### config.mk
export PLATFORM = sky130hd
export DESIGN_NAME = instr_encoder_flat
export DESIGN_NICKNAME = d
export VERILOG_FILES = /design/src/rtl/instr_encoder_pkg.sv /design/src/rtl/instr_encoder_if.sv /design/src/rtl/instr_encoder_pack.sv /design/src/rtl/instr_encoder.sv /design/src/flat_wrapper.sv
export SDC_FILE = /design/constraint.sdc
export NUM_CORES = 1
export LEC_CHECK = 0
export ABC_AREA = 0
export CORE_MARGIN = 3
export CORE_UTILIZATION = 35
export CTS_CLUSTER_SIZE = 25
export DETAILED_ROUTE_END_ITERATION = 8
export PLACE_DENSITY = 0.72
export SYNTH_ARGS = -nofsm -noshare
export SYNTH_HDL_FRONTEND = slang
export SYNTH_SLANG_ARGS = --single-unit
### constraint.sdc
create_clock -name clk -period 1.45 [get_ports clk]
set_clock_uncertainty 0.05 [all_clocks]
set_input_delay 0.29 -clock clk [delete_from_list [all_inputs] [get_ports clk]]
set_output_delay 0.29 -clock clk [all_outputs]
set_load 0.02 [all_outputs]
### src/rtl/instr_encoder_pkg.sv
// Shared opcode constants, FSM state and instruction-kind types for the instruction encoder.
// Also holds the immediate legality check used when INSTR_ENCODER_RANGE_CHECK_EN is defined.
package instr_pkg;

   localparam logic [6:0] OP_IMM_ALU = 7'b0010011;
   localparam logic [6:0] OP_BRANCH  = 7'b1100011;

   typedef enum logic [1:0] {
      ST_IDLE  = 2'd0,
      ST_WRITE = 2'd1,
      ST_FULL  = 2'd2
   } state_t;

   typedef enum logic {
      KIND_ITYPE = 1'b0,
      KIND_BTYPE = 1'b1
   } kind_t;

   // I-type fits 12 signed bits when bits 12 and 11 agree; branch offsets must be even
   function automatic logic imm_ok(input kind_t kind, input logic [12:0] imm);
      logic ok;
      case (kind)
         KIND_ITYPE: ok = (imm[12] == imm[11]);
         KIND_BTYPE: ok = (imm[0] == 1'b0);
         default:    ok = 1'b0;
      endcase
      return ok;
   endfunction

endpackage

### src/rtl/instr_encoder_if.sv
// Beat-input and instruction-memory write bus of the instruction encoder.
interface instr_encoder_if #(
   parameter int ADDR_WIDTH = 8
);
   logic                  in_valid;
   logic                  in_ready;
   logic                  in_kind;
   logic [2:0]            in_funct3;
   logic [4:0]            in_rd;
   logic [4:0]            in_rs1;
   logic [4:0]            in_rs2;
   logic [12:0]           in_imm;
   logic                  flush;
   logic                  mem_we;
   logic [ADDR_WIDTH-1:0] mem_addr;
   logic [31:0]           mem_wdata;
   logic                  full;
   logic                  err;

   modport master (
      output in_valid, in_kind, in_funct3, in_rd, in_rs1, in_rs2, in_imm, flush,
      input  in_ready, mem_we, mem_addr, mem_wdata, full, err
   );

   modport slave (
      input  in_valid, in_kind, in_funct3, in_rd, in_rs1, in_rs2, in_imm, flush,
      output in_ready, mem_we, mem_addr, mem_wdata, full, err
   );
endinterface

### src/rtl/instr_encoder_pack.sv
// Combinational RV32 field packer: I-type ALU-immediate and B-type branch formats.
module instr_pack
   import instr_pkg::*;
(
   input  kind_t       i_kind,
   input  logic [2:0]  i_funct3,
   input  logic [4:0]  i_rd,
   input  logic [4:0]  i_rs1,
   input  logic [4:0]  i_rs2,
   input  logic [12:0] i_imm,
   output logic [31:0] o_word
);

   // Branch immediates are scrambled so the sign always sits in bit 31
   always_comb begin
      o_word = 32'h0000_0000;
      case (i_kind)
         KIND_ITYPE: o_word = {i_imm[11:0], i_rs1, i_funct3, i_rd, OP_IMM_ALU};
         KIND_BTYPE: o_word = {i_imm[12], i_imm[10:5], i_rs2, i_rs1, i_funct3,
                               i_imm[4:1], i_imm[11], OP_BRANCH};
         default:    o_word = 32'h0000_0000;
      endcase
   end

endmodule

### src/rtl/instr_encoder.sv
// Instruction encoder: packs field beats into words and writes them to sequential memory addresses.
// Optional INSTR_ENCODER_RANGE_CHECK_EN rejects out-of-range immediates with an err pulse.
module instr_encoder
   import instr_pkg::*;
#(
   parameter int ADDR_WIDTH = 8,
   parameter int BASE_ADDR  = 0
) (
   input  logic            clk,
   input  logic            rst,
   instr_encoder_if.slave  bus
);

   localparam logic [ADDR_WIDTH-1:0] START_ADDR = ADDR_WIDTH'(BASE_ADDR);
   localparam logic [ADDR_WIDTH-1:0] LAST_ADDR  = '1;

   state_t                r_state;
   state_t                w_next;
   logic [ADDR_WIDTH-1:0] r_cnt;
   logic [31:0]           r_word;
   logic [31:0]           w_word;
   logic                  r_we;
   logic                  r_full;
   logic                  w_hs;
   logic                  w_ok;
   logic                  w_accept;
   logic                  w_last;

   instr_pack u_pack (
      .i_kind   (kind_t'(bus.in_kind)),
      .i_funct3 (bus.in_funct3),
      .i_rd     (bus.in_rd),
      .i_rs1    (bus.in_rs1),
      .i_rs2    (bus.in_rs2),
      .i_imm    (bus.in_imm),
      .o_word   (w_word)
   );

   assign bus.in_ready = (r_state == ST_IDLE) && !bus.flush && !rst;
   assign w_hs         = bus.in_valid && bus.in_ready;
   assign w_last       = (r_cnt == LAST_ADDR);

`ifdef INSTR_ENCODER_RANGE_CHECK_EN
   logic r_err;
   assign w_ok    = imm_ok(kind_t'(bus.in_kind), bus.in_imm);
   assign bus.err = r_err;

   // A rejected beat is consumed but only leaves a one-cycle err pulse behind
   always_ff @(posedge clk or posedge rst) begin
      if (rst) begin
         r_err <= 1'b0;
      end else begin
         r_err <= w_hs && !w_ok && !bus.flush;
      end
   end
`else
   assign w_ok    = 1'b1;
   assign bus.err = 1'b0;
`endif

   assign w_accept = w_hs && w_ok;

   // State register
   always_ff @(posedge clk or posedge rst) begin
      if (rst) begin
         r_state <= ST_IDLE;
      end else begin
         r_state <= w_next;
      end
   end

   // Next state; flush overrides everything
   always_comb begin
      w_next = r_state;
      if (bus.flush) begin
         w_next = ST_IDLE;
      end else begin
         case (r_state)
            ST_IDLE:  w_next = w_accept ? ST_WRITE : ST_IDLE;
            ST_WRITE: w_next = w_last ? ST_FULL : ST_IDLE;
            ST_FULL:  w_next = ST_FULL;
            default:  w_next = ST_IDLE;
         endcase
      end
   end

   // Datapath: word capture, write strobe, address counter and full flag
   always_ff @(posedge clk or posedge rst) begin
      if (rst) begin
         r_cnt  <= START_ADDR;
         r_word <= 32'h0000_0000;
         r_we   <= 1'b0;
         r_full <= 1'b0;
      end else if (bus.flush) begin
         r_cnt  <= START_ADDR;
         r_we   <= 1'b0;
         r_full <= 1'b0;
      end else begin
         r_we <= (r_state == ST_IDLE) && w_accept;
         if ((r_state == ST_IDLE) && w_accept) begin
            r_word <= w_word;
         end
         if (r_state == ST_WRITE) begin
            if (w_last) begin
               r_full <= 1'b1;
            end else begin
               r_cnt <= r_cnt + 1'b1;
            end
         end
      end
   end

   // A flush arriving during WRITE must kill the strobe in that same cycle
   assign bus.mem_we    = r_we && !bus.flush;
   assign bus.mem_addr  = r_cnt;
   assign bus.mem_wdata = r_word;
   assign bus.full      = r_full;

endmodule

### src/flat_wrapper.sv
// flat-port wrapper written by rule: the top's interface ports become plain ports
module instr_encoder_flat import instr_pkg::*;
#(
   parameter int ADDR_WIDTH = 8,
   parameter int BASE_ADDR  = 0
)
  (clk, rst, bus_in_valid, bus_in_kind, bus_in_funct3, bus_in_rd, bus_in_rs1, bus_in_rs2, bus_in_imm, bus_flush, bus_in_ready, bus_mem_we, bus_mem_addr, bus_mem_wdata, bus_full, bus_err);
  instr_encoder_if #(.ADDR_WIDTH(ADDR_WIDTH)) bus_i ();
  input  logic clk;
  input  logic rst;
  input wire logic [$bits(bus_i.in_valid)-1:0] bus_in_valid;
  input wire logic [$bits(bus_i.in_kind)-1:0] bus_in_kind;
  input wire logic [$bits(bus_i.in_funct3)-1:0] bus_in_funct3;
  input wire logic [$bits(bus_i.in_rd)-1:0] bus_in_rd;
  input wire logic [$bits(bus_i.in_rs1)-1:0] bus_in_rs1;
  input wire logic [$bits(bus_i.in_rs2)-1:0] bus_in_rs2;
  input wire logic [$bits(bus_i.in_imm)-1:0] bus_in_imm;
  input wire logic [$bits(bus_i.flush)-1:0] bus_flush;
  output wire logic [$bits(bus_i.in_ready)-1:0] bus_in_ready;
  output wire logic [$bits(bus_i.mem_we)-1:0] bus_mem_we;
  output wire logic [$bits(bus_i.mem_addr)-1:0] bus_mem_addr;
  output wire logic [$bits(bus_i.mem_wdata)-1:0] bus_mem_wdata;
  output wire logic [$bits(bus_i.full)-1:0] bus_full;
  output wire logic [$bits(bus_i.err)-1:0] bus_err;
  assign bus_i.in_valid = bus_in_valid;
  assign bus_i.in_kind = bus_in_kind;
  assign bus_i.in_funct3 = bus_in_funct3;
  assign bus_i.in_rd = bus_in_rd;
  assign bus_i.in_rs1 = bus_in_rs1;
  assign bus_i.in_rs2 = bus_in_rs2;
  assign bus_i.in_imm = bus_in_imm;
  assign bus_i.flush = bus_flush;
  assign bus_in_ready = bus_i.in_ready;
  assign bus_mem_we = bus_i.mem_we;
  assign bus_mem_addr = bus_i.mem_addr;
  assign bus_mem_wdata = bus_i.mem_wdata;
  assign bus_full = bus_i.full;
  assign bus_err = bus_i.err;
  instr_encoder #(.ADDR_WIDTH(ADDR_WIDTH), .BASE_ADDR(BASE_ADDR)) u_core (.clk(clk), .rst(rst), .bus(bus_i));
endmodule
# Word level (Yosys, flattened, before mapping)
# Index checks and enable logic that the tools add are counted.
[totals]
latch_bits = 0
n_memories = 0
inputBits = 36
register_bits = 44
romBits = 0
mem_bits_rw = 0
output_inout_bits = 44
word_cells = 37
[classes]
n_mul = 0
addsub = 1
div_mod_pow = 0
mux = 12
order_cmp = 0
reduce_logical = 13
n_bitwise = 2
eq_ne = 4
shifts = 0
[op_table]
columns = ["cell", "n"]
rows = [
  ["$pmux W32 S2", 1],
  ["$mux W8", 3],
  ["$add A8 B1 Y8 const B", 1],
  ["$eq A8 B8 Y1 const B", 1],
  ["$pmux W2 S3", 1],
  ["$reduce_and A2 Y1", 3],
  ["$logic_and A1 B1 Y1", 5],
  ["$mux W1", 5],
  ["$mux W2", 2],
  ["$reduce_bool A2 Y1", 2],
  ["$eq A2 B1 Y1 const B", 1],
  ["$eq A2 B2 Y1 const B", 1],
  ["$logic_not A1 Y1", 2],
  ["$logic_not A2 Y1", 1],
  ["$ne A2 B2 Y1 const B", 1],
  ["$not A1 Y1", 2],
]

# Logic depth before layout (Yosys ltp)
# Gate-level depths: netlist of run 1.
[depth]
depth_word = 7
ltp_mapped = 6
mapped_depth_nobuf = 5

# Modules after synthesis
# A second synthesis of run 1 with hierarchy kept.
[unflattened]
hier_cells = 167
hier_area_um2 = 2267.2
[by_module_without_submodules]
columns = ["module", "instances", "seq_area_each_um2", "area_each_um2", "cells_each"]
rows = [
  ["instr_encoder", 1, 1076.0, 1936.9, 132],
  ["instr_pack", 1, 0.0, 330.3, 35],
]

# Worst setup path before layout of run 1
# OpenSTA, ideal clock, no wires.
[synth_timing]
kind = "register to register"
start = "register u_core.r_state[1]"
end = "register u_core.r_word[31], in the netlist u_core.bus.mem_wdata[31]"
path_buffers = 2
stages_incl_launch_ff = 7
t_required_ns = 1.268
period_less_slack_ns = 1.704
slack_ns = -0.254
setup_ns = 0.132
arrival_time_ns = 1.522
path_cell_list = "dfrtp_1 nor4_2 nand2_1 buf_2 buf_6 nand2_1 o21ai_1"
[synth_via]
elab_chain_cells = 6
[synth_rtl]
columns = ["item", "line", "source"]
rows = [
  ["start: declaration", "instr_encoder.sv:17", "state_t r_state;"],
  ["start signal: assignment", "instr_encoder.sv:68", "r_state <= w_next;"],
  ["$logic_not A2 Y1", "instr_encoder.sv:39", "assign bus.in_ready = (r_state == ST_IDLE) && !bus.flush && !rst;"],
  ["$logic_and A1 B1 Y1 (2 in series)", "instr_encoder.sv:39", ""],
  ["net bus_in_ready", "flat_wrapper.sv:19", "output wire logic [$bits(bus_i.in_ready)-1:0] bus_in_ready;"],
  ["$logic_and A1 B1 Y1", "instr_encoder.sv:40", "assign w_hs = bus.in_valid && bus.in_ready;"],
  ["$logic_and A1 B1 Y1", "instr_encoder.sv:100", "if ((r_state == ST_IDLE) && w_accept) begin"],
  ["$reduce_and A2 Y1 (no line)", "--", ""],
  ["end signal: assignment", "instr_encoder.sv:101", "r_word <= w_word;"],
  ["end: declaration", "instr_encoder.sv:20", "logic [31:0] r_word;"],
]
# The timed path passes the listed nets, and every way through them passes these cells.
# A chain may end at the register's enable or synchronous reset.

# Worst setup path in the final report of run 1
[layout_timing]
start = "register u_core.r_state[1]"
end = "output bus_in_ready"
[layout_via]
elab_chain_cells = 3
[layout_rtl]
columns = ["item", "line"]
rows = [
  ["$logic_not A2 Y1", "instr_encoder.sv:39"],
  ["$logic_and A1 B1 Y1 (2 in series)", "instr_encoder.sv:39"],
  ["end: declaration", "flat_wrapper.sv:19"],
]
# No other way between the ends.

==> results of run 1 <==
path summary, 6_finish.rpt:
check	start	endpoint	slack (ns)
setup / recovery	u_core.r_state[1]	bus_in_ready	-0.08
hold / removal	rst	u_core.bus.mem_addr[2]	0.39
setup reg to reg	u_core.bus.mem_addr[1]	u_core.bus.mem_addr[6]	0.02
hold reg to reg	u_core.bus.mem_wdata[15]	u_core.bus.mem_wdata[15]	0.41
max in group asynchronous	rst	u_core.bus.mem_addr[0]	0.74
min in group clk	u_core.bus.mem_wdata[15]	u_core.bus.mem_wdata[15]	0.41
cells by family (layout without fill, tap and decap cells):
group / after synthesis / after routing
AOI/OAI and AO/OA: 21 / 21
xor gates and xnor gates: 6 / 6
adders and majority gates: 1 / 1
buffers and inverters: 15 / 105
DFF: 39 / 39
muxes: 12 / 12
other: 1 / 3
and+or+nand+nor: 80 / 80
report_power, final:
part / switching [µW] / total (µW) / internal, µW
registers: 73.6 / 1310 / 1240
logic: 419 / 751 / 332
clock network: 350 / 688 / 338
sequential cells by signal, summed over array words and instances (netlist names):
signal / cells
u_core.bus.full: 1
u_core.bus.mem_wdata: 28
u_core.bus.mem_addr: 8
u_core.r_state: 2
routing by layer:
metal	wire [µm]	part of all wire	GRT usage
met1	1785	0.44	0.1929
met2	1986	0.49	0.2408
met3	214	0.053	0.03191
met4	36	0.0090	0.04891
met5	0	0	0
synth_stat cells, drive strengths merged:
library cell / number
mux2i: 12
buf: 10
nand3: 1
conb: 1
nand4b: 1
inv: 3
nand2: 60
nand4: 1
nor2b: 1
xor2: 6
o2111ai: 1
nor2: 8
o211ai: 3
clkbuf: 2
o31ai: 1
ha: 1
nor4: 1
and2b: 1
nand2b: 1
a21oi: 3
and2: 1
dfrtp: 39
and3: 2
o21ai: 12
o21a: 1
or4: 1
or2b: 1
layout make-up:
class | instances | area, µm² | area share
Multi-Input combinational cell | 123 | 714.4 | 0.2587
Tap cell | 65 | 81.33 | 0.02945
Clock inverter | 1 | 5.005 | 0.001812
Inverter | 3 | 13.76 | 0.004984
Clock buffer | 7 | 76.32 | 0.02764
Sequential cell | 39 | 980.9 | 0.3552
Timing Repair Buffer | 94 | 889.6 | 0.3222
stage by stage:
step	total power (µW)	utilization	hold slack, ns	area, µm²
floorplan	1730	-	0.3524	1790
global placement	2190	0.5899	0.3985	2693
detailed placement	2206	0.5899	0.4048	2693
CTS	2786	0.5959	0.4042	2720
global route	2902	0.6050	0.4325	2761
finish	2747	0.6050	0.3944	2761
tightest hold or removal path: stages:
cell	delay, ns
clkdlybuf4s50_1	0.46
inv_1	0.12
buf_12	0.22
what timing repair did:
action / CTS / global route
setup buffers: 0 / 1
endpoints found under the setup margin: 68 / 33
resized for setup: 50 / 13
pin swaps: 0 / 2
==> impl_metrics.py, run 1 <==
metrics = {
    "status": {
        "status": "finished with violations",
        "violations": "negative setup slack",
    },
    "setup_path": {
        "crit_path_end_kind": "primary output",
        "cp_max_fo": 3,
        "slowest_delay_ns": 0.42,
        "start_kind": "flop",
        "cp_num_buf_inv": 1,
        "crit_family": "flip-flops",
        "crit_cells": 2,
        "crit_chain": "nor4_4 -> buf_4",
        "cpMaxStageDelayCell": "dfrtp_1",
        "reg2reg_depth": 5,
        "worstPathRequired_ns": 1.11,
        "arrival_ns": 1.19,
        "crit_type": "flop to primary output",
    },
    "timing": {
        "min_period_ns": 1.528,
        "hold_viol": 0,
        "grt_setup_unrepaired": "yes",
        "setup_tns_ns": -0.07798,
        "setup_violations": 1,
        "worst_slack_ns": -0.07798,
        "fmax_ghz": 0.6545,
        "period_share": 1.054,
        "maxSlewViolCount": 0,
    },
    "cells_and_area": {
        "mostFrequentLayoutCell": "nand2_1",
        "fin_cells": 332,
        "final_cell_mix": "nand2_1 (59), dlygate4sd2_1 (39), dfrtp_1 (35)",
        "syn_to_final_growth_pct": 59.70,
        "num-fill-cells": 424,
        "final_nets": 303,
        "antenna_cells": 0,
        "drive_above_1_share": 0.1423,
    },
    "synth": {
        "synth_simple_gate_area_share": 0.1983,
        "yosys.area.top_type_share": 0.5644,
        "synthXorXnorAreaFrac": 0.03039,
        "synth_area_per_cell_um2": 9.881,
        "synth-compound-area-share": 0.07236,
        "muxShareOfSynthArea": 0.06946,
        "synth_area_leaders": "dfrtp_1 (56%), nand2_1 (13%), mux2i_1 (6.9%)",
        "synthAdderAreaFrac": 0.007236,
        "synth-warning-count": 0,
        "yosysSeqAreaShare": 0.5644,
        "synth_top_family_by_area": "simple AND/OR/NAND/NOR gates",
        "syn_inst": 175,
        "synth_cell_types": 32,
        "synth_top_area_cell": "dfrtp_1",
        "synth_area_um2": 1729,
        "synth.ff_latch_count": 39,
    },
    "floorplanning": {
        "coreArea_um2": 4564,
        "initial_core_util": 0.3788,
        "die_w_um": 76.29,
        "ioPinCount": 80,
        "dieArea_um2": 5820,
        "dieHeight_um": 76.29,
        "rows": 24,
    },
    "placement": {
        "pre_cts_ws_ns": -0.5828,
        "dp.cells": 323,
        "gp_congestion": 0.7056,
        "hpwl_mm": 3.090,
        "numPortBuffers": 76,
    },
    "route": {
        "wirelength_mm": 4.022,
        "first_iter_violations": 110,
        "wl_per_cell_um": 12.11,
        "vias": 1472,
        "first_pass_iters": 3,
        "drtAntennaViolNets": 0,
        "drc": 0,
        "via_per_inst": 4.434,
    },
    "clock_network": {
        "clockRootBuffer": "clkbuf_8",
        "postCtsHoldBufs": 0,
        "cts_tree": "built",
        "numCtsBuffers": 5,
        "clockBufferDepth": 2,
        "clk_pin_slew_ns": 0.07,
        "insertion_delay_ns": 0.28,
        "htree_levels": 2,
        "clock-sinks": 39,
    },
    "global_route": {
        "grt_pass1_wl_mm": 6.900,
        "grt_pass1_vias": 1405,
        "antenna_found_initial": 0,
        "grt_max_degree": 40,
        "grt_usage": 0.1469,
        "grt-ovfl-total": 0,
    },
    "pwr": {
        "p_per_area_nw_per_um2": 994.9,
        "power.leakage_uw": 0.001391,
        "ir_drop_uv": 561.5,
    },
    "flow_run": {
        "drv_cap": 0,
    },
    "min_path": {
        "hold_path.class": "primary input to asynchronous set/reset pin",
    },
}
Note: power is estimated with default switching activity, not from simulation.
==> inputs of run 2 (changes only) <==
Settings changed: PLACE_DENSITY 0.72 to 0.77, SKIP_CTS_REPAIR_TIMING set to 1, SYNTH_HIERARCHICAL set to 1.
==> run 2 against run 1 <==
Setup slack worse by 0.11 ns; largest cell class is now buffers; clock power rose by 8.0%; register-to-register slack got worse by 0.21 ns; count of clock-buffer cells in the layout shrank 1; the run still ends with negative setup slack left; critical path depth is 3 higher; highest routed layer unchanged; sequential cell count grew 4; power up 28%; combinational power increased by 66%.
==> impl_metrics.py, run 2 <==
metrics = {
    "timing": {
        "min_period_ns": 1.638,
        "worst_slack_ns": -0.1882,
        "setup_violations": 34,
        "period_share": 1.130,
        "fmax_ghz": 0.6104,
        "hold_viol": 0,
        "maxSlewViolCount": 0,
        "grt_setup_unrepaired": "yes",
    },
    "route": {
        "vias": 1534,
        "wirelength_mm": 5.186,
        "via_per_inst": 4.706,
        "first_pass_iters": 4,
        "first_iter_violations": 51,
        "wl_per_cell_um": 15.91,
        "drtAntennaViolNets": 0,
        "drc": 0,
    },
    "synth": {
        "synth_area_leaders": "dfrtp_1 (47%), mux2_4 (25%), buf_4 (7.0%)",
        "netlist_top_cells_count": "dfrtp_1 (43), mux2_4 (38), buf_4 (21)",
        "ys.flop_type": "dfrtp_1",
        "synthArstFlopShare": 1.000,
        "synth-warning-count": 6,
        "synth.ff_latch_count": 43,
        "synth_top_area_cell": "dfrtp_1",
        "synth_cell_types": 30,
        "yosysSeqAreaShare": 0.4746,
        "synth_area_per_cell_um2": 13.58,
        "synth.most_common_cell": "dfrtp_1",
        "synth_area_um2": 2267,
        "syn_inst": 167,
        "yosys.area.top_type_share": 0.4746,
        "synth_edf_count": 0,
    },
    "floorplanning": {
        "ioPinCount": 80,
        "initial_core_util": 0.3719,
        "dieArea_um2": 7480,
        "die_w_um": 86.49,
        "rows": 28,
        "coreArea_um2": 6096,
        "dieHeight_um": 86.49,
    },
    "clock_network": {
        "htree_levels": 2,
        "clock-sinks": 43,
        "numCtsBuffers": 5,
        "cts_tree": "built",
        "clk_pin_slew_ns": 0.08,
        "clockRootBuffer": "clkbuf_8",
        "insertion_delay_ns": 0.29,
        "clockBufferDepth": 2,
    },
    "pwr": {
        "p_per_area_nw_per_um2": 1012,
        "power.leakage_uw": 0.002018,
        "ir_drop_uv": 541.7,
    },
    "flow_run": {
        "drv_cap": 0,
    },
    "cells_and_area": {
        "antenna_cells": 0,
        "fin_area_um2": 3470,
        "fin_cells": 326,
        "final_nets": 287,
        "syn_to_final_growth_pct": 53.04,
        "largest_reg_flops": 32,
        "num-fill-cells": 519,
        "drive_above_1_share": 0.3785,
        "final_cell_mix": "dlymetal6s2s_1 (41), dfrtp_1 (41), mux2_4 (40)",
    },
    "setup_path": {
        "arrival_ns": 1.75,
        "start_kind": "flop",
        "crit_type": "flop to flop",
        "crit_family": "flip-flops",
        "cpMaxStageDelayCell": "dfrtp_1",
        "worstPathRequired_ns": 1.56,
        "slowest_delay_ns": 0.43,
        "crit_path_end_kind": "flop",
        "cp_max_fo": 16,
        "reg2reg_slack_ns": -0.19,
        "cp_num_buf_inv": 2,
        "crit_chain": "nor4_4 -> buf_4 -> nand2_8 -> buf_12 -> mux2_4",
    },
    "global_route": {
        "grt_pass1_vias": 1669,
        "grt-ovfl-total": 0,
        "grt_usage": 0.1350,
        "grt_max_degree": 34,
        "grt_pass1_wl_mm": 7.983,
        "antenna_found_initial": 0,
    },
    "placement": {
        "hpwl_mm": 3.530,
        "placed_cell_area_um2": 3151,
        "gp_congestion": 0.7992,
        "numPortBuffers": 78,
        "dp.cells": 314,
    },
    "min_path": {
        "hold_path.class": "primary input to flop",
    },
    "status": {
        "violations": "negative setup slack",
        "status": "finished with violations",
    },
}
[run 2: final timing paths]
path                                            endpoint                     start  cells after the start
worst max-delay path            u_core/bus.mem_wdata[21]         u_core/r_state[0]                      5
max in group asynchronous         u_core/bus.mem_addr[0]                       rst                      4
min in group asynchronous         u_core/bus.mem_addr[3]                       rst                      4
worst min register to register  u_core/bus.mem_wdata[28]  u_core/bus.mem_wdata[28]                      1
worst min-delay path                     u_core/bus.full                 bus_flush                      3
worst max register to register  u_core/bus.mem_wdata[21]         u_core/r_state[0]                      5
[run 2: through the flow]
stage	util	hold WS, ns	power (µW)	worst slack [ns]	setup TNS (ns)
2_1_floorplan	-	0.4149	2239	-0.2190	-5.861
4_1_cts	0.5308	0.4649	3597	-0.6330	-16.10
3_3_place_gp	0.5168	0.4429	2806	-0.5896	-17.59
3_5_place_dp	0.5168	0.4427	2826	-0.6210	-18.69
5_1_grt	0.5692	0.4336	3687	-0.2628	-7.932
6_report	0.5692	0.4224	3512	-0.1882	-5.151
[run 2: layout make-up]
cell class | count | area (µm²) | share of cell area
tap | 75 | 93.84 | 0.02705
clock inverter | 2 | 12.51 | 0.003606
sequential | 43 | 1079 | 0.3109
multi-input combinational | 94 | 1069 | 0.3080
timing repair buffer | 102 | 1129 | 0.3253
clock buffer | 6 | 72.57 | 0.02092
inverter | 4 | 15.01 | 0.004327
[run 2: cell families after synthesis]
logic type,after synthesis,synth area share
AOI/OAI and AO/OA,13,0.03698
and+or+nand+nor,29,0.08609
buffers and inverters,32,0.1010
DFF,43,0.4746
adders and majority gates,1,0.005518
muxes,46,0.2908
other,3,0.004967
[run 2: routing by layer]
metal,up-vias,wire (µm),track usage
li1,723,-,-
met5,-,0,0
met4,0,62,0.04958
met2,50,2636,0.2211
met3,7,350,0.04373
met1,754,2138,0.1661
[run 2: power breakdown]
part	internal, µW	switching, µW	total [µW]
registers	1410	114	1520
logic	733	517	1250
clock network	337	406	743
[run 2: tightest hold or removal path, delay by kind of cell]
kind	cells	cell delay, ns
buf+inv	2	0.37
compound gates	1	0.06
